==> src/rtl/regfile_write_arbiter_if.sv <==
// ----------------------------------------------------------------------------
// regfile_write_arbiter_if
//   One core's register-write request port toward the write arbiter.
//   Signals:
//     wr_valid  core -> arbiter  write request
//     wr_bank   core -> arbiter  target bank (0 = bank A, 1 = bank B)
//     wr_addr   core -> arbiter  register index (5 bits)
//     wr_data   core -> arbiter  write data (32 bits)
//     wr_ready  arbiter -> core  per-core FIFO can accept
//   Modports: master = core side, slave = arbiter side.
// ----------------------------------------------------------------------------
interface regfile_write_arbiter_if;
  logic        wr_valid;
  logic        wr_bank;
  logic [4:0]  wr_addr;
  logic [31:0] wr_data;
  logic        wr_ready;

  modport master (
    output wr_valid,
    output wr_bank,
    output wr_addr,
    output wr_data,
    input  wr_ready
  );

  modport slave (
    input  wr_valid,
    input  wr_bank,
    input  wr_addr,
    input  wr_data,
    output wr_ready
  );
endinterface

==> src/rtl/regfile_write_arbiter.sv <==
// ----------------------------------------------------------------------------
// regfile_write_arbiter
//   Write-port controller for a dual-core shared register file with two banks.
//   Each core feeds a DEPTH-entry FIFO; every cycle the two FIFO heads are
//   arbitrated per bank (round-robin on contention) and at most one write per
//   bank is issued on registered outputs.
//
//   Optional feature macro: ARB_CONFLICT_CNT_EN
//     defined   -> conflict_cnt counts cycles with both heads on the same bank
//                  (saturating at 2^CNT_W-1)
//     undefined -> conflict_cnt is tied to 0
//
//   Ports:
//     clk, rst_n          clock, asynchronous active-low reset
//     c1, c2              core write request ports (slave modport)
//     rf_we_a/b           per-bank write strobe, one cycle per write
//     rf_waddr_a/b        per-bank write address (held when strobe is low)
//     rf_wdata_a/b        per-bank write data (held when strobe is low)
//     rf_src_a/b          originating core (0 = core 1, 1 = core 2)
//     conflict_cnt        saturating bank-conflict count
// ----------------------------------------------------------------------------
module regfile_write_arbiter #(
  parameter int DEPTH = 2,
  parameter int CNT_W = 16
) (
  input  logic                   clk,
  input  logic                   rst_n,
  regfile_write_arbiter_if.slave c1,
  regfile_write_arbiter_if.slave c2,
  output logic                   rf_we_a,
  output logic [4:0]             rf_waddr_a,
  output logic [31:0]            rf_wdata_a,
  output logic                   rf_src_a,
  output logic                   rf_we_b,
  output logic [4:0]             rf_waddr_b,
  output logic [31:0]            rf_wdata_b,
  output logic                   rf_src_b,
  output logic [CNT_W-1:0]       conflict_cnt
);

  localparam int          AW       = $clog2(DEPTH);
  localparam logic [AW:0] FULL_CNT = (AW+1)'(DEPTH);

  typedef struct packed {
    logic        bank;
    logic [4:0]  addr;
    logic [31:0] data;
  } wr_entry_t;

  // Per-core FIFO state, indexed [core]
  wr_entry_t     mem_q    [2][DEPTH];
  wr_entry_t     mem_d    [2][DEPTH];
  logic [AW-1:0] wr_ptr_q [2];
  logic [AW-1:0] wr_ptr_d [2];
  logic [AW-1:0] rd_ptr_q [2];
  logic [AW-1:0] rd_ptr_d [2];
  logic [AW:0]   count_q  [2];
  logic [AW:0]   count_d  [2];
  logic [1:0]    ready_q;
  logic [1:0]    ready_d;

  // Round-robin pointer indexed [bank]: 0 = core 1 favoured, 1 = core 2
  logic [1:0]    rr_ptr_q;
  logic [1:0]    rr_ptr_d;

  // Registered bank outputs, indexed [bank]
  logic [1:0]    we_q;
  logic [1:0]    we_d;
  logic [1:0]    src_q;
  logic [1:0]    src_d;
  logic [4:0]    waddr_q  [2];
  logic [4:0]    waddr_d  [2];
  logic [31:0]   wdata_q  [2];
  logic [31:0]   wdata_d  [2];

  wr_entry_t     req_s    [2];
  wr_entry_t     head_s   [2];
  logic [1:0]    push_s;
  logic [1:0]    grant_s;
  logic [1:0]    head_vld_s;
  logic          same_bank_s;

  assign c1.wr_ready = ready_q[0];
  assign c2.wr_ready = ready_q[1];

  // Gather incoming requests from both core ports
  always_comb begin
    req_s[0]  = '{bank: c1.wr_bank, addr: c1.wr_addr, data: c1.wr_data};
    req_s[1]  = '{bank: c2.wr_bank, addr: c2.wr_addr, data: c2.wr_data};
    push_s[0] = c1.wr_valid & ready_q[0];
    push_s[1] = c2.wr_valid & ready_q[1];
  end

  // Expose the FIFO heads
  always_comb begin
    for (int i = 0; i < 2; i++) begin
      head_vld_s[i] = (count_q[i] != '0);
      head_s[i]     = mem_q[i][rd_ptr_q[i]];
    end
  end

  assign same_bank_s = head_vld_s[0] & head_vld_s[1] &
                       (head_s[0].bank == head_s[1].bank);

  // Per-bank arbitration: only a shared bank needs the round-robin pointer
  always_comb begin
    grant_s  = head_vld_s;
    rr_ptr_d = rr_ptr_q;
    if (same_bank_s) begin
      if (rr_ptr_q[head_s[0].bank] == 1'b0) begin
        grant_s = 2'b01;
      end else begin
        grant_s = 2'b10;
      end
      // Hand priority to the core that just lost
      rr_ptr_d[head_s[0].bank] = ~rr_ptr_q[head_s[0].bank];
    end else begin
      rr_ptr_d = rr_ptr_q;
    end
  end

  // Route granted heads onto their bank outputs; address/data/src hold otherwise
  always_comb begin
    we_d    = 2'b00;
    src_d   = src_q;
    waddr_d = waddr_q;
    wdata_d = wdata_q;
    for (int i = 0; i < 2; i++) begin
      if (grant_s[i]) begin
        we_d[head_s[i].bank]    = 1'b1;
        waddr_d[head_s[i].bank] = head_s[i].addr;
        wdata_d[head_s[i].bank] = head_s[i].data;
        src_d[head_s[i].bank]   = (i == 1);
      end else begin
        we_d = we_d;
      end
    end
  end

  // FIFO push/pop bookkeeping and registered ready
  always_comb begin
    mem_d    = mem_q;
    wr_ptr_d = wr_ptr_q;
    rd_ptr_d = rd_ptr_q;
    count_d  = count_q;
    ready_d  = ready_q;
    for (int i = 0; i < 2; i++) begin
      if (push_s[i]) begin
        mem_d[i][wr_ptr_q[i]] = req_s[i];
        wr_ptr_d[i]           = wr_ptr_q[i] + 1'b1;
      end else begin
        wr_ptr_d[i] = wr_ptr_q[i];
      end
      if (grant_s[i]) begin
        rd_ptr_d[i] = rd_ptr_q[i] + 1'b1;
      end else begin
        rd_ptr_d[i] = rd_ptr_q[i];
      end
      case ({push_s[i], grant_s[i]})
        2'b10:   count_d[i] = count_q[i] + 1'b1;
        2'b01:   count_d[i] = count_q[i] - 1'b1;
        default: count_d[i] = count_q[i];
      endcase
      // Based on the post-edge count, so a same-cycle pop is not credited early
      ready_d[i] = (count_d[i] < FULL_CNT);
    end
  end

  // State registers; reset discards any queued writes
  always_ff @(posedge clk or negedge rst_n) begin
    if (!rst_n) begin
      for (int i = 0; i < 2; i++) begin
        for (int j = 0; j < DEPTH; j++) begin
          mem_q[i][j] <= '0;
        end
        wr_ptr_q[i] <= '0;
        rd_ptr_q[i] <= '0;
        count_q[i]  <= '0;
        waddr_q[i]  <= 5'd0;
        wdata_q[i]  <= 32'd0;
      end
      ready_q  <= 2'b00;
      rr_ptr_q <= 2'b00;
      we_q     <= 2'b00;
      src_q    <= 2'b00;
    end else begin
      mem_q    <= mem_d;
      wr_ptr_q <= wr_ptr_d;
      rd_ptr_q <= rd_ptr_d;
      count_q  <= count_d;
      waddr_q  <= waddr_d;
      wdata_q  <= wdata_d;
      ready_q  <= ready_d;
      rr_ptr_q <= rr_ptr_d;
      we_q     <= we_d;
      src_q    <= src_d;
    end
  end

  assign rf_we_a    = we_q[0];
  assign rf_waddr_a = waddr_q[0];
  assign rf_wdata_a = wdata_q[0];
  assign rf_src_a   = src_q[0];
  assign rf_we_b    = we_q[1];
  assign rf_waddr_b = waddr_q[1];
  assign rf_wdata_b = wdata_q[1];
  assign rf_src_b   = src_q[1];

`ifdef ARB_CONFLICT_CNT_EN
  logic [CNT_W-1:0] conflict_cnt_q;
  logic [CNT_W-1:0] conflict_cnt_d;

  // Saturating count of same-bank head collisions
  always_comb begin
    conflict_cnt_d = conflict_cnt_q;
    if (same_bank_s && (conflict_cnt_q != {CNT_W{1'b1}})) begin
      conflict_cnt_d = conflict_cnt_q + 1'b1;
    end else begin
      conflict_cnt_d = conflict_cnt_q;
    end
  end

  // Conflict counter register
  always_ff @(posedge clk or negedge rst_n) begin
    if (!rst_n) begin
      conflict_cnt_q <= {CNT_W{1'b0}};
    end else begin
      conflict_cnt_q <= conflict_cnt_d;
    end
  end

  assign conflict_cnt = conflict_cnt_q;
`else
  assign conflict_cnt = {CNT_W{1'b0}};
`endif

endmodule

==> src/flat_wrapper.sv <==
// flat-port wrapper written by rule: the top's interface ports become plain ports
module regfile_write_arbiter_flat 
#(
  parameter int DEPTH = 2,
  parameter int CNT_W = 16
)
  (clk, rst_n, rf_we_a, rf_waddr_a, rf_wdata_a, rf_src_a, rf_we_b, rf_waddr_b, rf_wdata_b, rf_src_b, conflict_cnt, c1_wr_valid, c1_wr_bank, c1_wr_addr, c1_wr_data, c1_wr_ready, c2_wr_valid, c2_wr_bank, c2_wr_addr, c2_wr_data, c2_wr_ready);
  regfile_write_arbiter_if c1_i ();
  regfile_write_arbiter_if c2_i ();
  input  logic clk;
  input  logic rst_n;
  output logic rf_we_a;
  output logic [4:0] rf_waddr_a;
  output logic [31:0] rf_wdata_a;
  output logic rf_src_a;
  output logic rf_we_b;
  output logic [4:0] rf_waddr_b;
  output logic [31:0] rf_wdata_b;
  output logic rf_src_b;
  output logic [CNT_W-1:0] conflict_cnt;
  input wire logic [$bits(c1_i.wr_valid)-1:0] c1_wr_valid;
  input wire logic [$bits(c1_i.wr_bank)-1:0] c1_wr_bank;
  input wire logic [$bits(c1_i.wr_addr)-1:0] c1_wr_addr;
  input wire logic [$bits(c1_i.wr_data)-1:0] c1_wr_data;
  output wire logic [$bits(c1_i.wr_ready)-1:0] c1_wr_ready;
  input wire logic [$bits(c2_i.wr_valid)-1:0] c2_wr_valid;
  input wire logic [$bits(c2_i.wr_bank)-1:0] c2_wr_bank;
  input wire logic [$bits(c2_i.wr_addr)-1:0] c2_wr_addr;
  input wire logic [$bits(c2_i.wr_data)-1:0] c2_wr_data;
  output wire logic [$bits(c2_i.wr_ready)-1:0] c2_wr_ready;
  assign c1_i.wr_valid = c1_wr_valid;
  assign c1_i.wr_bank = c1_wr_bank;
  assign c1_i.wr_addr = c1_wr_addr;
  assign c1_i.wr_data = c1_wr_data;
  assign c1_wr_ready = c1_i.wr_ready;
  assign c2_i.wr_valid = c2_wr_valid;
  assign c2_i.wr_bank = c2_wr_bank;
  assign c2_i.wr_addr = c2_wr_addr;
  assign c2_i.wr_data = c2_wr_data;
  assign c2_wr_ready = c2_i.wr_ready;
  regfile_write_arbiter #(.DEPTH(DEPTH), .CNT_W(CNT_W)) u_core (.clk(clk), .rst_n(rst_n), .c1(c1_i), .c2(c2_i), .rf_we_a(rf_we_a), .rf_waddr_a(rf_waddr_a), .rf_wdata_a(rf_wdata_a), .rf_src_a(rf_src_a), .rf_we_b(rf_we_b), .rf_waddr_b(rf_waddr_b), .rf_wdata_b(rf_wdata_b), .rf_src_b(rf_src_b), .conflict_cnt(conflict_cnt));
endmodule
==> config.mk <==
export PLATFORM = sky130hd
export DESIGN_NAME = regfile_write_arbiter_flat
export DESIGN_NICKNAME = d
export VERILOG_FILES = /design/src/rtl/regfile_write_arbiter_if.sv /design/src/rtl/regfile_write_arbiter.sv /design/src/flat_wrapper.sv
export SDC_FILE = /design/constraint.sdc
export NUM_CORES = 1
export LEC_CHECK = 0
export ABC_AREA = 1
export CAP_MARGIN = 25
export CORE_MARGIN = 1
export CORE_UTILIZATION = 60
export CTS_BUF_LIST = sky130_fd_sc_hd__clkbuf_4 sky130_fd_sc_hd__clkbuf_8
export DETAILED_ROUTE_END_ITERATION = 10
export PLACE_DENSITY = 0.91
export SYNTH_ARGS = -nofsm -noshare
export SYNTH_HDL_FRONTEND = slang
export SYNTH_SLANG_ARGS = --single-unit
==> constraint.sdc <==
create_clock -name clk -period 6.6 [get_ports clk]
set_input_delay 1.32 -clock clk [delete_from_list [all_inputs] [get_ports clk]]
set_output_delay 1.32 -clock clk [all_outputs]
set_load 0.01 [all_outputs]
Word-level counts from Yosys, hierarchy flattened

Index checks and enable logic that the tools add are counted.

Register bits: 242
Bits in latches: 0
RAM bits: 0
ROM bits: 0
Input bits: 80
Output and inout bits: 96
Memories: 0

Add/sub/neg operators: 8
Multipliers: 0
Divide/modulo/power cells: 0
Order comparisons: 16
Eq/ne operators: 5
Shift-type cells: 0
Multiplexer cells: 43
Bitwise gates (word level): 15
Reductions and logical operators: 8

Operator list:

| cell                                                                          | count |
|---|---|
| 38-bit 2-to-1 mux                                                             | 8 |
| 76-bit bitwise mux                                                            | 2 |
| 64-bit bitwise mux                                                            | 2 |
| 64-bit 2-to-1 mux                                                             | 2 |
| 38-bit demux with 1-bit select                                                | 2 |
| 32-bit demux with 1-bit select                                                | 2 |
| 32-bit 2-to-1 mux                                                             | 2 |
| 10-bit bitwise mux                                                            | 2 |
| 10-bit 2-to-1 mux                                                             | 2 |
| 2-bit >= comparator (second input constant)                                   | 6 |
| 2-bit 2-to-1 mux                                                              | 6 |
| 1-bit inverter with 2-bit output                                              | 6 |
| 5-bit demux with 1-bit select                                                 | 2 |
| 5-bit 2-to-1 mux                                                              | 2 |
| 2-bit by 1-bit less-than comparator with 1-bit output (second input constant) | 4 |
| 2-bit case mux with 2 select lines                                            | 2 |
| 1-bit logical AND                                                             | 6 |
| 1-bit adder (second input constant)                                           | 4 |
| 2-bit by 1-bit adder with 2-bit output (second input constant)                | 2 |
| 1-bit bitwise AND                                                             | 4 |
| 2-bit by 1-bit == test with 1-bit output (second input constant)              | 2 |
| 2-bit == test (second input constant)                                         | 2 |
| 1-bit by 2-bit less-than comparator with 1-bit output (second input constant) | 2 |
| 2-bit less-than comparator (second input constant)                            | 2 |
| 11 further kinds                                                              | 19 |

Logic depth before layout (Yosys ltp)

Gate-level depths: netlist of the first run.

Depth in word-level cells: 13
Depth in mapped cells: 14
Mapped depth without buffers: 13

Least setup slack after synthesis of the first run

OpenSTA, ideal clock, no wires.

Path kind: input-to-reg
Start: input c1_wr_valid
End: register u_core.mem_q[114] (netlist bit)
Arrival time: 2.298 ns
Data required time: 6.470 ns
Setup slack: 4.171 ns
Stages on the path: 7
Buffers on the path: 3
Cells stage by stage: nand2_1 > or2_2 > clkbuf_1 > clkbuf_1 > buf_1 > nand2_1 > o21ai_0

Word-level cells in the longest chain between the ends: 1

RTL lines:

| item                 | RTL line                     | text |
|---|---|---|
| start, declared      | flat_wrapper.sv:21           | `input wire logic [$bits(c1_i.wr_valid)-1:0] c1_wr_valid;` |
| 1-bit bitwise AND    | regfile_write_arbiter.sv:90  | `push_s[0] = c1.wr_valid & ready_q[0];` |
| end signal, assigned | regfile_write_arbiter.sv:187 | `mem_q <= mem_d;` |
| end, declared        | regfile_write_arbiter.sv:51  | `wr_entry_t mem_q [2][DEPTH];` |

Every way passes these cells.
A chain may end at the register's enable or synchronous reset.

==> results of run 1 <==
## through the flow
step	util	hold slack, ps	total power, W	worst slack [ps]	cell area, um2
after floorplan	-	452	0.00561	4170	11700
after global placement	0.699	466	0.00679	2130	13200
final	0.745	484	0.00846	2190	14000
after detailed placement	0.700	473	0.00699	1980	13200
after CTS	0.744	487	0.00839	1960	14000
after global routing	0.745	498	0.00910	1760	14000
## cell usage after synthesis
cell type | count | share of area
nand2_1 | 474 | 0.15
dfrtp_1 | 242 | 0.52
o21ai_0 | 168 | 0.072
inv_1 | 162 | 0.052
nor2_1 | 158 | 0.051
nand3_1 | 85 | 0.037
clkbuf_1 | 51 | 0.016
mux2i_1 | 36 | 0.031
buf_2 | 29 | 0.013
nand4_1 | 25 | 0.013
buf_4 | 21 | 0.014
nand3b_1 | 8 | 0.0052
o21ai_1 | 7 | 0.0030
buf_1 | 5 | 0.0016
xor2_1 | 4 | 0.0030
a21oi_1 | 3 | 0.0013
inv_2 | 3 | 0.00097
or2_2 | 3 | 0.0016
buf_6 | 2 | 0.0019
ha_1 | 2 | 0.0022
xnor2_1 | 2 | 0.0015
conb_1 | 1 | 0.00032
nand2_2 | 1 | 0.00054
nand2_4 | 1 | 0.00097
nand3_2 | 1 | 0.00086
nor2_2 | 1 | 0.00054
## layout make-up
cell class	count	share of cell area
multi-input cells	995	0.319
clock inverters	1	0.000357
well taps	260	0.0232
repair buffers	173	0.123
clock buffers	68	0.0587
inverters	165	0.0442
flip-flops and latches	242	0.432
## routing by layer
layer,GRT usage,vias to the layer above,wire length (um)
li1,-,4863,-
met2,0.508,500,14500
met3,0.0506,89,2310
met5,0,-,0
met4,0.172,0,1500
met1,0.392,4810,11700
## worst max-delay path by stage
stage	startpoint	endpoint	slack, ps	cells after the start
3_3_place_gp	u_core.rd_ptr_q[1]$_DFFE_PN0N_	u_core.rf_wdata_b[25]$_DFF_PN0_	2130	10
2_1_floorplan	c1_wr_valid	u_core.mem_q[114]$_DFFE_PN0P_	4170	7
6_report	u_core.rd_ptr_q[1]$_DFFE_PN0N_	u_core.rf_wdata_b[19]$_DFF_PN0_	2190	12
3_5_place_dp	u_core.rd_ptr_q[1]$_DFFE_PN0N_	u_core.rf_wdata_b[6]$_DFF_PN0_	1980	10
5_1_grt	u_core.rd_ptr_q[1]$_DFFE_PN0N_	u_core.rf_wdata_b[19]$_DFF_PN0_	1760	12
4_1_cts	u_core.rd_ptr_q[1]$_DFFE_PN0N_	u_core.rf_wdata_b[19]$_DFF_PN0_	1960	10
## worst min-delay path: stages, from the launching register on
cell	delay [ps]
dfrtp_1	340
nand2_1	50
o21ai_0	60
## flip-flops by register name, summed over array words and instances, names as in the netlist, named ones only
signal / flops
u_core.rf_wdata_a: 32
u_core.rr_ptr_q: 2
u_core.count_q: 2
u_core.ready_q: 2
u_core.rd_ptr_q: 2
u_core.rf_wdata_b: 32
u_core.mem_q: 152
u_core.rf_waddr_a: 5
u_core.rf_waddr_b: 5
u_core.we_q: 2
u_core.wr_ptr_q: 2
u_core.src_q: 2
## kinds of logic (layout without fill, tap and decap cells)
family          count (synthesis)  in the layout
compound gates                178            178
xor+xnor                        6              6
fa+ha+maj                       2              2
buf+inv                       273            407
flops                         242            242
mux                            36             36
other cells                     1             16
simple gates                  757            757
## where the power goes
| group | switching (W) | total [W] | internal [W] | leakage (nW) |
|---|---|---|---|---|
| clock network | 0.000577 | 0.00136 | 0.000778 | 0.446 |
| logic | 0.00272 | 0.00435 | 0.00163 | 4.08 |
| registers | 0.000501 | 0.00276 | 0.00226 | 2.99 |
| total | 0.00380 | 0.00846 | 0.00466 | 7.51 |
==> results by group, run 1 <==
Status
  – Status: finished clean

Cells and area
  – Filler cells: 1,323
  – Area occupied by multi-input gates: 4470 um2
  – NumNets Final: 1,699
  – Share of cells above drive strength 1: 0.0608
  – Commonest non-fill, non-tap cell in the layout: nand2_1
  – Register area: 6060 um2
  – Post-route insts no fill: 1,904
  – Area delta synth->final: 20.8%
  – N_diodes: 0
  – Commonest cells after routing, fill and taps aside: nand2_1, dfrtp_1, o21ai_0

Critical path
  – Critical Path RT: 7060 ps
  – Critical path's top delay family: simple AND/OR/NAND/NOR gates
  – Critical path class: flop to flop
  – R2r setup slk: 2190 ps
  – Crit-path most repeated cell: nand2_1
  – CP Capture Type: flop
  – Worst R2R Path Depth: 12
  – Reg-to-Reg Start: u_core.rd_ptr_q[1]$_DFFE_PN0N_
  – Slowest cell on crit path: nand3_2
  – Reg2reg end: u_core.rf_wdata_b[19]$_DFF_PN0_
  – Cell Chain, Critical Path: buf_12 > inv_2 > nand2_1 > nand2_1 > nand2_1 > nand2_1 > nand3_2 > nand2_4 > nand2_2 > inv_2 > nand2_1 > nand2_1
  – Worst path arrival time: 4870 ps
  – CP Launch Type: flop
  – WP buf/inv: 3
  – CP max stage delay: 680 ps
  – Crit path max fanout: 53

Worst hold path
  – WHS Path Cells: 2
  – Worst hold path class: flop to flop
  – Hold Startpoint: u_core.mem_q[1]$_DFFE_PN0P_
  – Hold Path Sink: u_core.mem_q[1]$_DFFE_PN0P_

Place
  – PortBufs: 159
  – GP Congestion: 0.921
  – Post-DP HPWL: 19.7 mm
  – Placed cell count: 1,834

Drt
  – Iter 0 DRT Violations: 952
  – Final WL: 30.1 mm
  – Routed vias/inst: 5.39
  – Drt pass-1 iters: 7
  – DRC: 0
  – Post-DR wirelength/cell: 15.8 um
  – DR vias: 10,262
  – Antenna-violating nets left: 0

Global routing
  – First-pass GRT wire length: 48.3 mm
  – Grt ovf: 0
  – Vias in the first global route: 9,902
  – Pin count of the biggest net entering global routing: 148
  – Initial antenna violation count: 0
  – Total track usage: 0.309

Synthesis
  – Cell Area, Synth: 11,600 um2
  – Post-Synth Adder-Cell Area: 0.00216
  – Syn. warnings: 0
  – Largest family of logic cells by synthesized area: simple AND/OR/NAND/NOR gates
  – Netlist cell types: 26
  – Sequential area share after synthesis: 0.522
  – Synth Area in Compound Gates: 0.0767
  – Xor-xnor portion of the synthesized cell area: 0.00453
  – Mux cell area share after synthesis: 0.0310
  – Mean post-synth cell area: 7.77 um2
  – Number of synthesized register bits: 242
  – Simple-gate share of the synthesized area: 0.264
  – Syn Inst Count: 1,495

Floorplan
  – Core area: 18,800 um2
  – # rows: 50
  – Initial core utilization: 0.617
  – # IOs: 176
  – DIE AREA: 19,900 um2
  – Die height: 141 um
  – Die X-Extent: 141 um

Clock network
  – CTS Hold Bufs: 0
  – Worst skew pair latency: 540 ps
  – Total clock sinks: 242
  – H-tree levels: 2
  – TritonCTS clock tree: yes
  – Clock-pin slew on the worst setup and hold paths: 60 ps
  – Post-CTS Setup Bufs: 0
  – Root buffer cell: clkbuf_8
  – Clock Path Buffers: 3
  – Total CTS buffers: 40
  – Number of gates resized after CTS: 0

Timing
  – Least-Margin Pin Slew: 1160 ps
  – Slew HR: 0.226
  – Clock Skews: 32.1 ps
  – Final Hold Fails: 0
  – Unrepaired setup endpoints after global routing: no
  – Slew Limit Fails: 0
  – Final setup viols: 0
  – Fin crit period: 4410 ps
  – Final Cycle Share: 0.668
  – Setup TNS: 0 ps
  – Fmax: 227 MHz

Power and ir drop
  – Static leakage: 7.51 nW
  – VDD IR max: 0.000396 V
  – Pwr dens: 603 nW/um2

Run
  – Max-cap viol count: 0
(Power assumes the default switching activity.)
==> inputs of run 2 (changes only) <==
CORE_UTILIZATION = 56   (was 60)
PLACE_DENSITY = 0.86   (was 0.91)
clock period = 4.1 ns   (was 6.6 ns; I/O delays follow)
==> results by group, run 2 (same netlist as run 1, synthesis figures left out) <==
Cells and area
  – Max FFs per register: 152 (unchanged)
  – Commonest cells after routing, fill and taps aside: nand2_1, dfrtp_1, o21ai_0 (unchanged)
  – NumNets Final: 1,706 (was 1,699)
  – Largest Register: u_core.mem_q (unchanged)
  – Commonest non-fill, non-tap cell in the layout: nand2_1 (unchanged)
  – N_diodes: 0 (unchanged)
  – Area delta synth->final: 21.9% (was 20.8%)
  – Filler cells: 1,598 (was 1,323)
  – Share of cells above drive strength 1: 0.0648 (was 0.0608)

Critical path
  – CP Launch Type: flop (unchanged)
  – Worst R2R Path Depth: 11 (was 12)
  – Reg-to-Reg Start: u_core.rd_ptr_q[1]$_DFFE_PN0N_ (unchanged)
  – Cell Chain, Critical Path: inv_2 > nand2_1 > nand2_2 > buf_4 > nand3_1 > nand3_1 > nand2_4 > nand2_2 > inv_2 > nand2_1 > nand2_1 (was buf_12 > inv_2 > nand2_1 > nand2_1 > nand2_1 > nand2_1 > nand3_2 > nand2_4 > nand2_2 > inv_2 > nand2_1 > nand2_1)
  – Critical path class: flop to flop (unchanged)
  – Worst path arrival time: 3690 ps (was 4870 ps)
  – CP max stage delay: 570 ps (was 680 ps)
  – Slowest cell on crit path: nand2_2 (was nand3_2)
  – Reg2reg end: u_core.rf_wdata_b[10]$_DFF_PN0_ (was u_core.rf_wdata_b[19]$_DFF_PN0_)
  – Crit path max fanout: 68 (was 53)
  – Crit-path most repeated cell: nand2_1 (unchanged)
  – Critical Path RT: 4500 ps (was 7060 ps)
  – R2r setup slk: 810 ps (was 2190 ps)
  – CP Capture Type: flop (unchanged)

Drt
  – Post-DR wirelength/cell: 15.6 um (was 15.8 um)
  – DR vias: 10,170 (was 10,262)
  – Drt pass-1 iters: 6 (was 7)
  – Antenna-violating nets left: 0 (unchanged)
  – DRC: 0 (unchanged)
  – Routed vias/inst: 5.29 (was 5.39)
  – Iter 0 DRT Violations: 850 (was 952)
  – Final WL: 30.0 mm (was 30.1 mm)

Power and ir drop
  – Power share of the clock group: 0.163 (was 0.160)
  – Sw frac: 0.445 (was 0.449)
  – VDD IR max: 0.000702 V (was 0.000396 V)
  – Sw Pwr: 0.00610 W (was 0.00380 W)
  – Int Pwr: 0.00762 W (was 0.00466 W)
  – Seq pwr share: 0.323 (was 0.326)
  – Comb pwr share: 0.513 (was 0.514)
  – Static leakage: 7.57 nW (was 7.51 nW)
  – Pwr dens: 969 nW/um2 (was 603 nW/um2)

Global routing
  – Total track usage: 0.289 (was 0.309)
  – Vias in the first global route: 9,743 (was 9,902)
  – Pin count of the biggest net entering global routing: 102 (was 148)
  – Initial antenna violation count: 0 (unchanged)
  – Met1 GRT Util: 0.367 (was 0.392)
  – Met3 Use GR: 0.0420 (was 0.0506)
  – GR Util met2: 0.488 (was 0.508)
  – First-pass GRT wire length: 48.9 mm (was 48.3 mm)
  – Grt ovf: 0 (unchanged)
  – Grt peak-use layer: met2 (unchanged)

Floorplan
  – Die height: 146 um (was 141 um)
  – # rows: 52 (was 50)
  – # IOs: 176 (unchanged)
  – Core area: 20,300 um2 (was 18,800 um2)
  – Die X-Extent: 146 um (was 141 um)
  – DIE AREA: 21,300 um2 (was 19,900 um2)
  – Initial core utilization: 0.572 (was 0.617)

Clock network
  – Root buffer cell: clkbuf_8 (unchanged)
  – Total CTS buffers: 40 (unchanged)
  – Number of gates resized after CTS: 0 (unchanged)
  – Total clock sinks: 242 (unchanged)
  – CTS Hold Bufs: 0 (unchanged)
  – Post-CTS Setup Bufs: 0 (unchanged)
  – TritonCTS clock tree: yes (unchanged)
  – Clock-pin slew on the worst setup and hold paths: 70 ps (was 60 ps)
  – H-tree levels: 2 (unchanged)
  – Worst skew pair latency: 550 ps (was 540 ps)
  – Clock Path Buffers: 3 (unchanged)

Timing
  – Slew Limit Fails: 0 (unchanged)
  – Final Cycle Share: 0.803 (was 0.668)
  – Final Hold Fails: 0 (unchanged)
  – Fin crit period: 3290 ps (was 4410 ps)
  – Final setup viols: 0 (unchanged)
  – Slew HR: 0.477 (was 0.226)
  – WHS: 323 ps (was 484 ps)
  – Clock Skews: 35.9 ps (was 32.1 ps)
  – Setup TNS: 0 ps (unchanged)
  – Fmax: 304 MHz (was 227 MHz)
  – Least-Margin Pin Slew: 785 ps (was 1160 ps)
  – Unrepaired setup endpoints after global routing: no (unchanged)

Status
  – Status: finished clean (unchanged)

Worst hold path
  – Worst hold path class: input pin to asynchronous set/reset pin (was flop to flop)

Run
  – Max-cap viol count: 0 (unchanged)

Place
  – Post-DP HPWL: 20.2 mm (was 19.7 mm)
  – PortBufs: 159 (unchanged)
  – GP Congestion: 0.862 (was 0.921)
-- run 2: cell types whose count changed in the layout (fill, tap and decap cells not counted), sizes merged --
cell	before	now
buf	15	22
clkbuf	68	65
clkinv	1	3
bufinv	0	1
-- run 2: area by class of cell --
cell class | instances | area, um2 | share of cell area
clock buffers | 65 | 807 | 0.0570
clock inverters | 4 | 45.0 | 0.00318
inverters | 165 | 619 | 0.0438
multi-input cells | 995 | 4470 | 0.316
flip-flops and latches | 242 | 6060 | 0.428
well taps | 270 | 338 | 0.0239
repair buffers | 180 | 1810 | 0.128
-- run 2: power by group through the flow --
stage          logic [W]  registers (W)  clock network, W
2_1_floorplan    0.00468        0.00434                 0
3_3_place_gp     0.00664        0.00438                 0
3_5_place_dp     0.00692        0.00443                 0
4_1_cts          0.00700        0.00441           0.00226
5_1_grt          0.00787        0.00453           0.00238
6_report         0.00704        0.00443           0.00224
-- run 2: per-stage QoR --
step                      instance area [um2]  utilization  total power [W]  cells  setup slack, ps
after floorplan                         11700            -          0.00903   1510             1930
after global routing                    14100        0.697           0.0148   1921              635
after CTS                               14100        0.697           0.0137   1921              935
after global placement                  13200        0.653           0.0110   1850             1120
final                                   14100        0.697           0.0137   1921              809
after detailed placement                13300        0.655           0.0114   1852              982
-- run 2: critical path, delay by kind of cell (launching register included) --
| kind | cells | cell delay (ps) |
|---|---|---|
| simple gates | 8 | 1510 |
| buf+inv | 3 | 1120 |
| flops | 1 | 470 |
-- run 2: per-layer routing --
| layer | vias up | part of all wire |
|---|---|---|
| met5 | - | 0 |
| met4 | 0 | 0.043 |
| met3 | 83 | 0.073 |
| met2 | 459 | 0.50 |
| met1 | 4746 | 0.38 |
| li1 | 4882 | - |
-- run 2: how the worst max path moves through the flow --
stage | from | endpoint | slack (ps) | depth (start not counted)
finish | u_core.rd_ptr_q[1]$_DFFE_PN0N_ | u_core.rf_wdata_b[10]$_DFF_PN0_ | 810 | 11
global route | u_core.rd_ptr_q[1]$_DFFE_PN0N_ | u_core.rf_wdata_b[10]$_DFF_PN0_ | 630 | 11
CTS | u_core.rd_ptr_q[1]$_DFFE_PN0N_ | u_core.rf_wdata_b[10]$_DFF_PN0_ | 940 | 11
detailed placement | u_core.rd_ptr_q[1]$_DFFE_PN0N_ | u_core.rf_waddr_b[3]$_DFF_PN0_ | 980 | 11
global placement | u_core.rd_ptr_q[1]$_DFFE_PN0N_ | u_core.rf_waddr_b[3]$_DFF_PN0_ | 1120 | 11
floorplan | u_core.rd_ptr_q[1]$_DFFE_PN0N_ | u_core.ready_q[0]$_DFF_PN0_ | 1930 | 14
==> inputs of run 3 (changes only) <==
CORE_UTILIZATION = 51   (was 56)
PLACE_DENSITY = 0.83   (was 0.86)
clock period = 2.9 ns   (was 4.1 ns; I/O delays follow)
==> results by group, run 3 (same netlist as run 1, synthesis figures left out) <==
Status
  – Status: finished clean (unchanged)

Timing
  – Final setup viols: 0 (unchanged)
  – Fmax: 384 MHz (was 304 MHz)
  – Final Hold Fails: 0 (unchanged)
  – Slew HR: 0.539 (was 0.477)
  – Fin crit period: 2600 ps (was 3290 ps)
  – Slew Limit Fails: 0 (unchanged)
  – Final Cycle Share: 0.898 (was 0.803)
  – WHS: 1.52 ps (was 323 ps)
  – Clock Skews: 23.0 ps (was 35.9 ps)
  – Least-Margin Pin Slew: 691 ps (was 785 ps)
  – Setup TNS: 0 ps (unchanged)
  – Unrepaired setup endpoints after global routing: no (unchanged)

Drt
  – Antenna-violating nets left: 0 (unchanged)
  – Final WL: 30.1 mm (was 30.0 mm)
  – DR vias: 10,027 (was 10,170)
  – Post-DR wirelength/cell: 15.6 um (about the same)
  – Drt pass-1 iters: 6 (unchanged)
  – Routed vias/inst: 5.19 (was 5.29)
  – DRC: 0 (unchanged)
  – Iter 0 DRT Violations: 865 (was 850)

Critical path
  – CP Capture Type: flop (unchanged)
  – Crit path max fanout: 24 (was 68)
  – Critical path class: flop to flop (unchanged)
  – Worst path arrival time: 3060 ps (was 3690 ps)
  – Critical Path RT: 3360 ps (was 4500 ps)
  – CP Launch Type: flop (unchanged)

Cells and area
  – Largest Register: u_core.mem_q (unchanged)
  – Share of cells above drive strength 1: 0.0654 (was 0.0648)
  – Area delta synth->final: 21.7% (was 21.9%)
  – NumNets Final: 1,714 (was 1,706)
  – Commonest cells after routing, fill and taps aside: nand2_1, dfrtp_1, o21ai_0 (unchanged)
  – Max FFs per register: 152 (unchanged)
  – Commonest non-fill, non-tap cell in the layout: nand2_1 (unchanged)
  – N_diodes: 0 (unchanged)

Power and ir drop
  – Sw frac: 0.444 (was 0.445)
  – Pwr dens: 1360 nW/um2 (was 969 nW/um2)
  – Power share of the clock group: 0.154 (was 0.163)
  – Sw Pwr: 0.00852 W (was 0.00610 W)
  – VDD IR max: 0.000840 V (was 0.000702 V)
  – Comb pwr share: 0.522 (was 0.513)
  – Int Pwr: 0.0107 W (was 0.00762 W)
  – Static leakage: 7.55 nW (was 7.57 nW)
  – Seq pwr share: 0.324 (was 0.323)

Clock network
  – TritonCTS clock tree: yes (unchanged)
  – Clock Path Buffers: 3 (unchanged)
  – Clock-pin slew on the worst setup and hold paths: 60 ps (was 70 ps)
  – Root buffer cell: clkbuf_8 (unchanged)
  – H-tree levels: 2 (unchanged)
  – Number of gates resized after CTS: 0 (unchanged)
  – Total CTS buffers: 41 (was 40)
  – Post-CTS Setup Bufs: 0 (unchanged)
  – Total clock sinks: 242 (unchanged)
  – CTS Hold Bufs: 0 (unchanged)
  – Worst skew pair latency: 540 ps (was 550 ps)

Global routing
  – Vias in the first global route: 9,677 (was 9,743)
  – First-pass GRT wire length: 48.6 mm (was 48.9 mm)
  – Grt ovf: 0 (unchanged)
  – Total track usage: 0.262 (was 0.289)
  – Initial antenna violation count: 0 (unchanged)
  – Pin count of the biggest net entering global routing: 78 (was 102)

Floorplan
  – Die X-Extent: 153 um (was 146 um)
  – # IOs: 176 (unchanged)
  – Core area: 22,100 um2 (was 20,300 um2)
  – # rows: 54 (was 52)
  – Initial core utilization: 0.525 (was 0.572)
  – Die height: 153 um (was 146 um)
  – DIE AREA: 23,400 um2 (was 21,300 um2)

Worst hold path
  – Worst hold path class: input pin to asynchronous set/reset pin (unchanged)

Place
  – GP Congestion: 0.895 (was 0.862)
  – Post-DP HPWL: 20.5 mm (was 20.2 mm)
  – PortBufs: 159 (unchanged)

Run
  – Max-cap viol count: 0 (unchanged)
run 3: changes by cell type in the layout (fill, tap and decap cells not counted), sizes merged:
cell / change
clkbuf: -2
bufinv: -1
buf: +7
clkinv: -3
run 3: final timing paths:
kind	from	end	slack, ps	cells past startpoint
worst max-delay path	u_core.rd_ptr_q[1]$_DFFE_PN0N_	u_core.rf_wdata_b[1]$_DFF_PN0_	300	11
worst min register to register	u_core.src_q[0]$_DFF_PN0_	u_core.src_q[0]$_DFF_PN0_	480	2
max in group asynchronous	rst_n	u_core.mem_q[39]$_DFFE_PN0P_	2110	2
worst min-delay path	rst_n	u_core.mem_q[125]$_DFFE_PN0P_	2	1
min in group clk	u_core.src_q[0]$_DFF_PN0_	u_core.src_q[0]$_DFF_PN0_	480	2
worst max register to register	u_core.rd_ptr_q[1]$_DFFE_PN0N_	u_core.rf_wdata_b[1]$_DFF_PN0_	300	11
run 3: routing by layer:
metal  track usage  vias to the layer above  wire length [um]
met2         0.440                      388             14700
met1         0.329                     4685             12000
li1              -                     4873                 -
met5             0                        -                 0
met4         0.137                        0              1440
met3        0.0420                       81              1940
run 3: final cells by class:
| cell class | count | area [um2] |
|---|---|---|
| clock buffer | 63 | 767 |
| fill | 1883 | 7960 |
| inverter | 165 | 619 |
| multi-input combinational | 995 | 4470 |
| sequential | 242 | 6060 |
| tap | 280 | 350 |
| timing repair buffer | 187 | 1870 |
run 3: per-stage QoR:
| step | power, W | cell area [um2] | util | std cells | worst slack [ps] |
|---|---|---|---|---|---|
| 2_1_floorplan | 0.0128 | 11700 | - | 1510 | 730 |
| 3_3_place_gp | 0.0158 | 13300 | 0.604 | 1868 | 467 |
| 3_5_place_dp | 0.0162 | 13400 | 0.605 | 1869 | 334 |
| 4_1_cts | 0.0192 | 14100 | 0.640 | 1932 | 334 |
| 5_1_grt | 0.0208 | 14100 | 0.640 | 1932 | 47.9 |
| 6_report | 0.0192 | 14100 | 0.640 | 1932 | 296 |
run 3: worst max-delay path, stage by stage (launching register included):
cell and delay, ps:
dfrtp_2 430, inv_2 140, nand2_1 100, nand2_2 180, nand2_1 80, nand2_1 80
nand3_2 260, nand2_4 220, nand2_2 310, inv_2 500, nand2_1 120, nand2_1 90
run 3: power groups by stage:
stage,registers (W),clock network (W),logic (W)
global placement,0.00617,0,0.00961
finish,0.00623,0.00295,0.0100
global route,0.00637,0.00316,0.0112
detailed placement,0.00623,0,0.00992
CTS,0.00620,0.00300,0.0100
floorplan,0.00614,0,0.00662
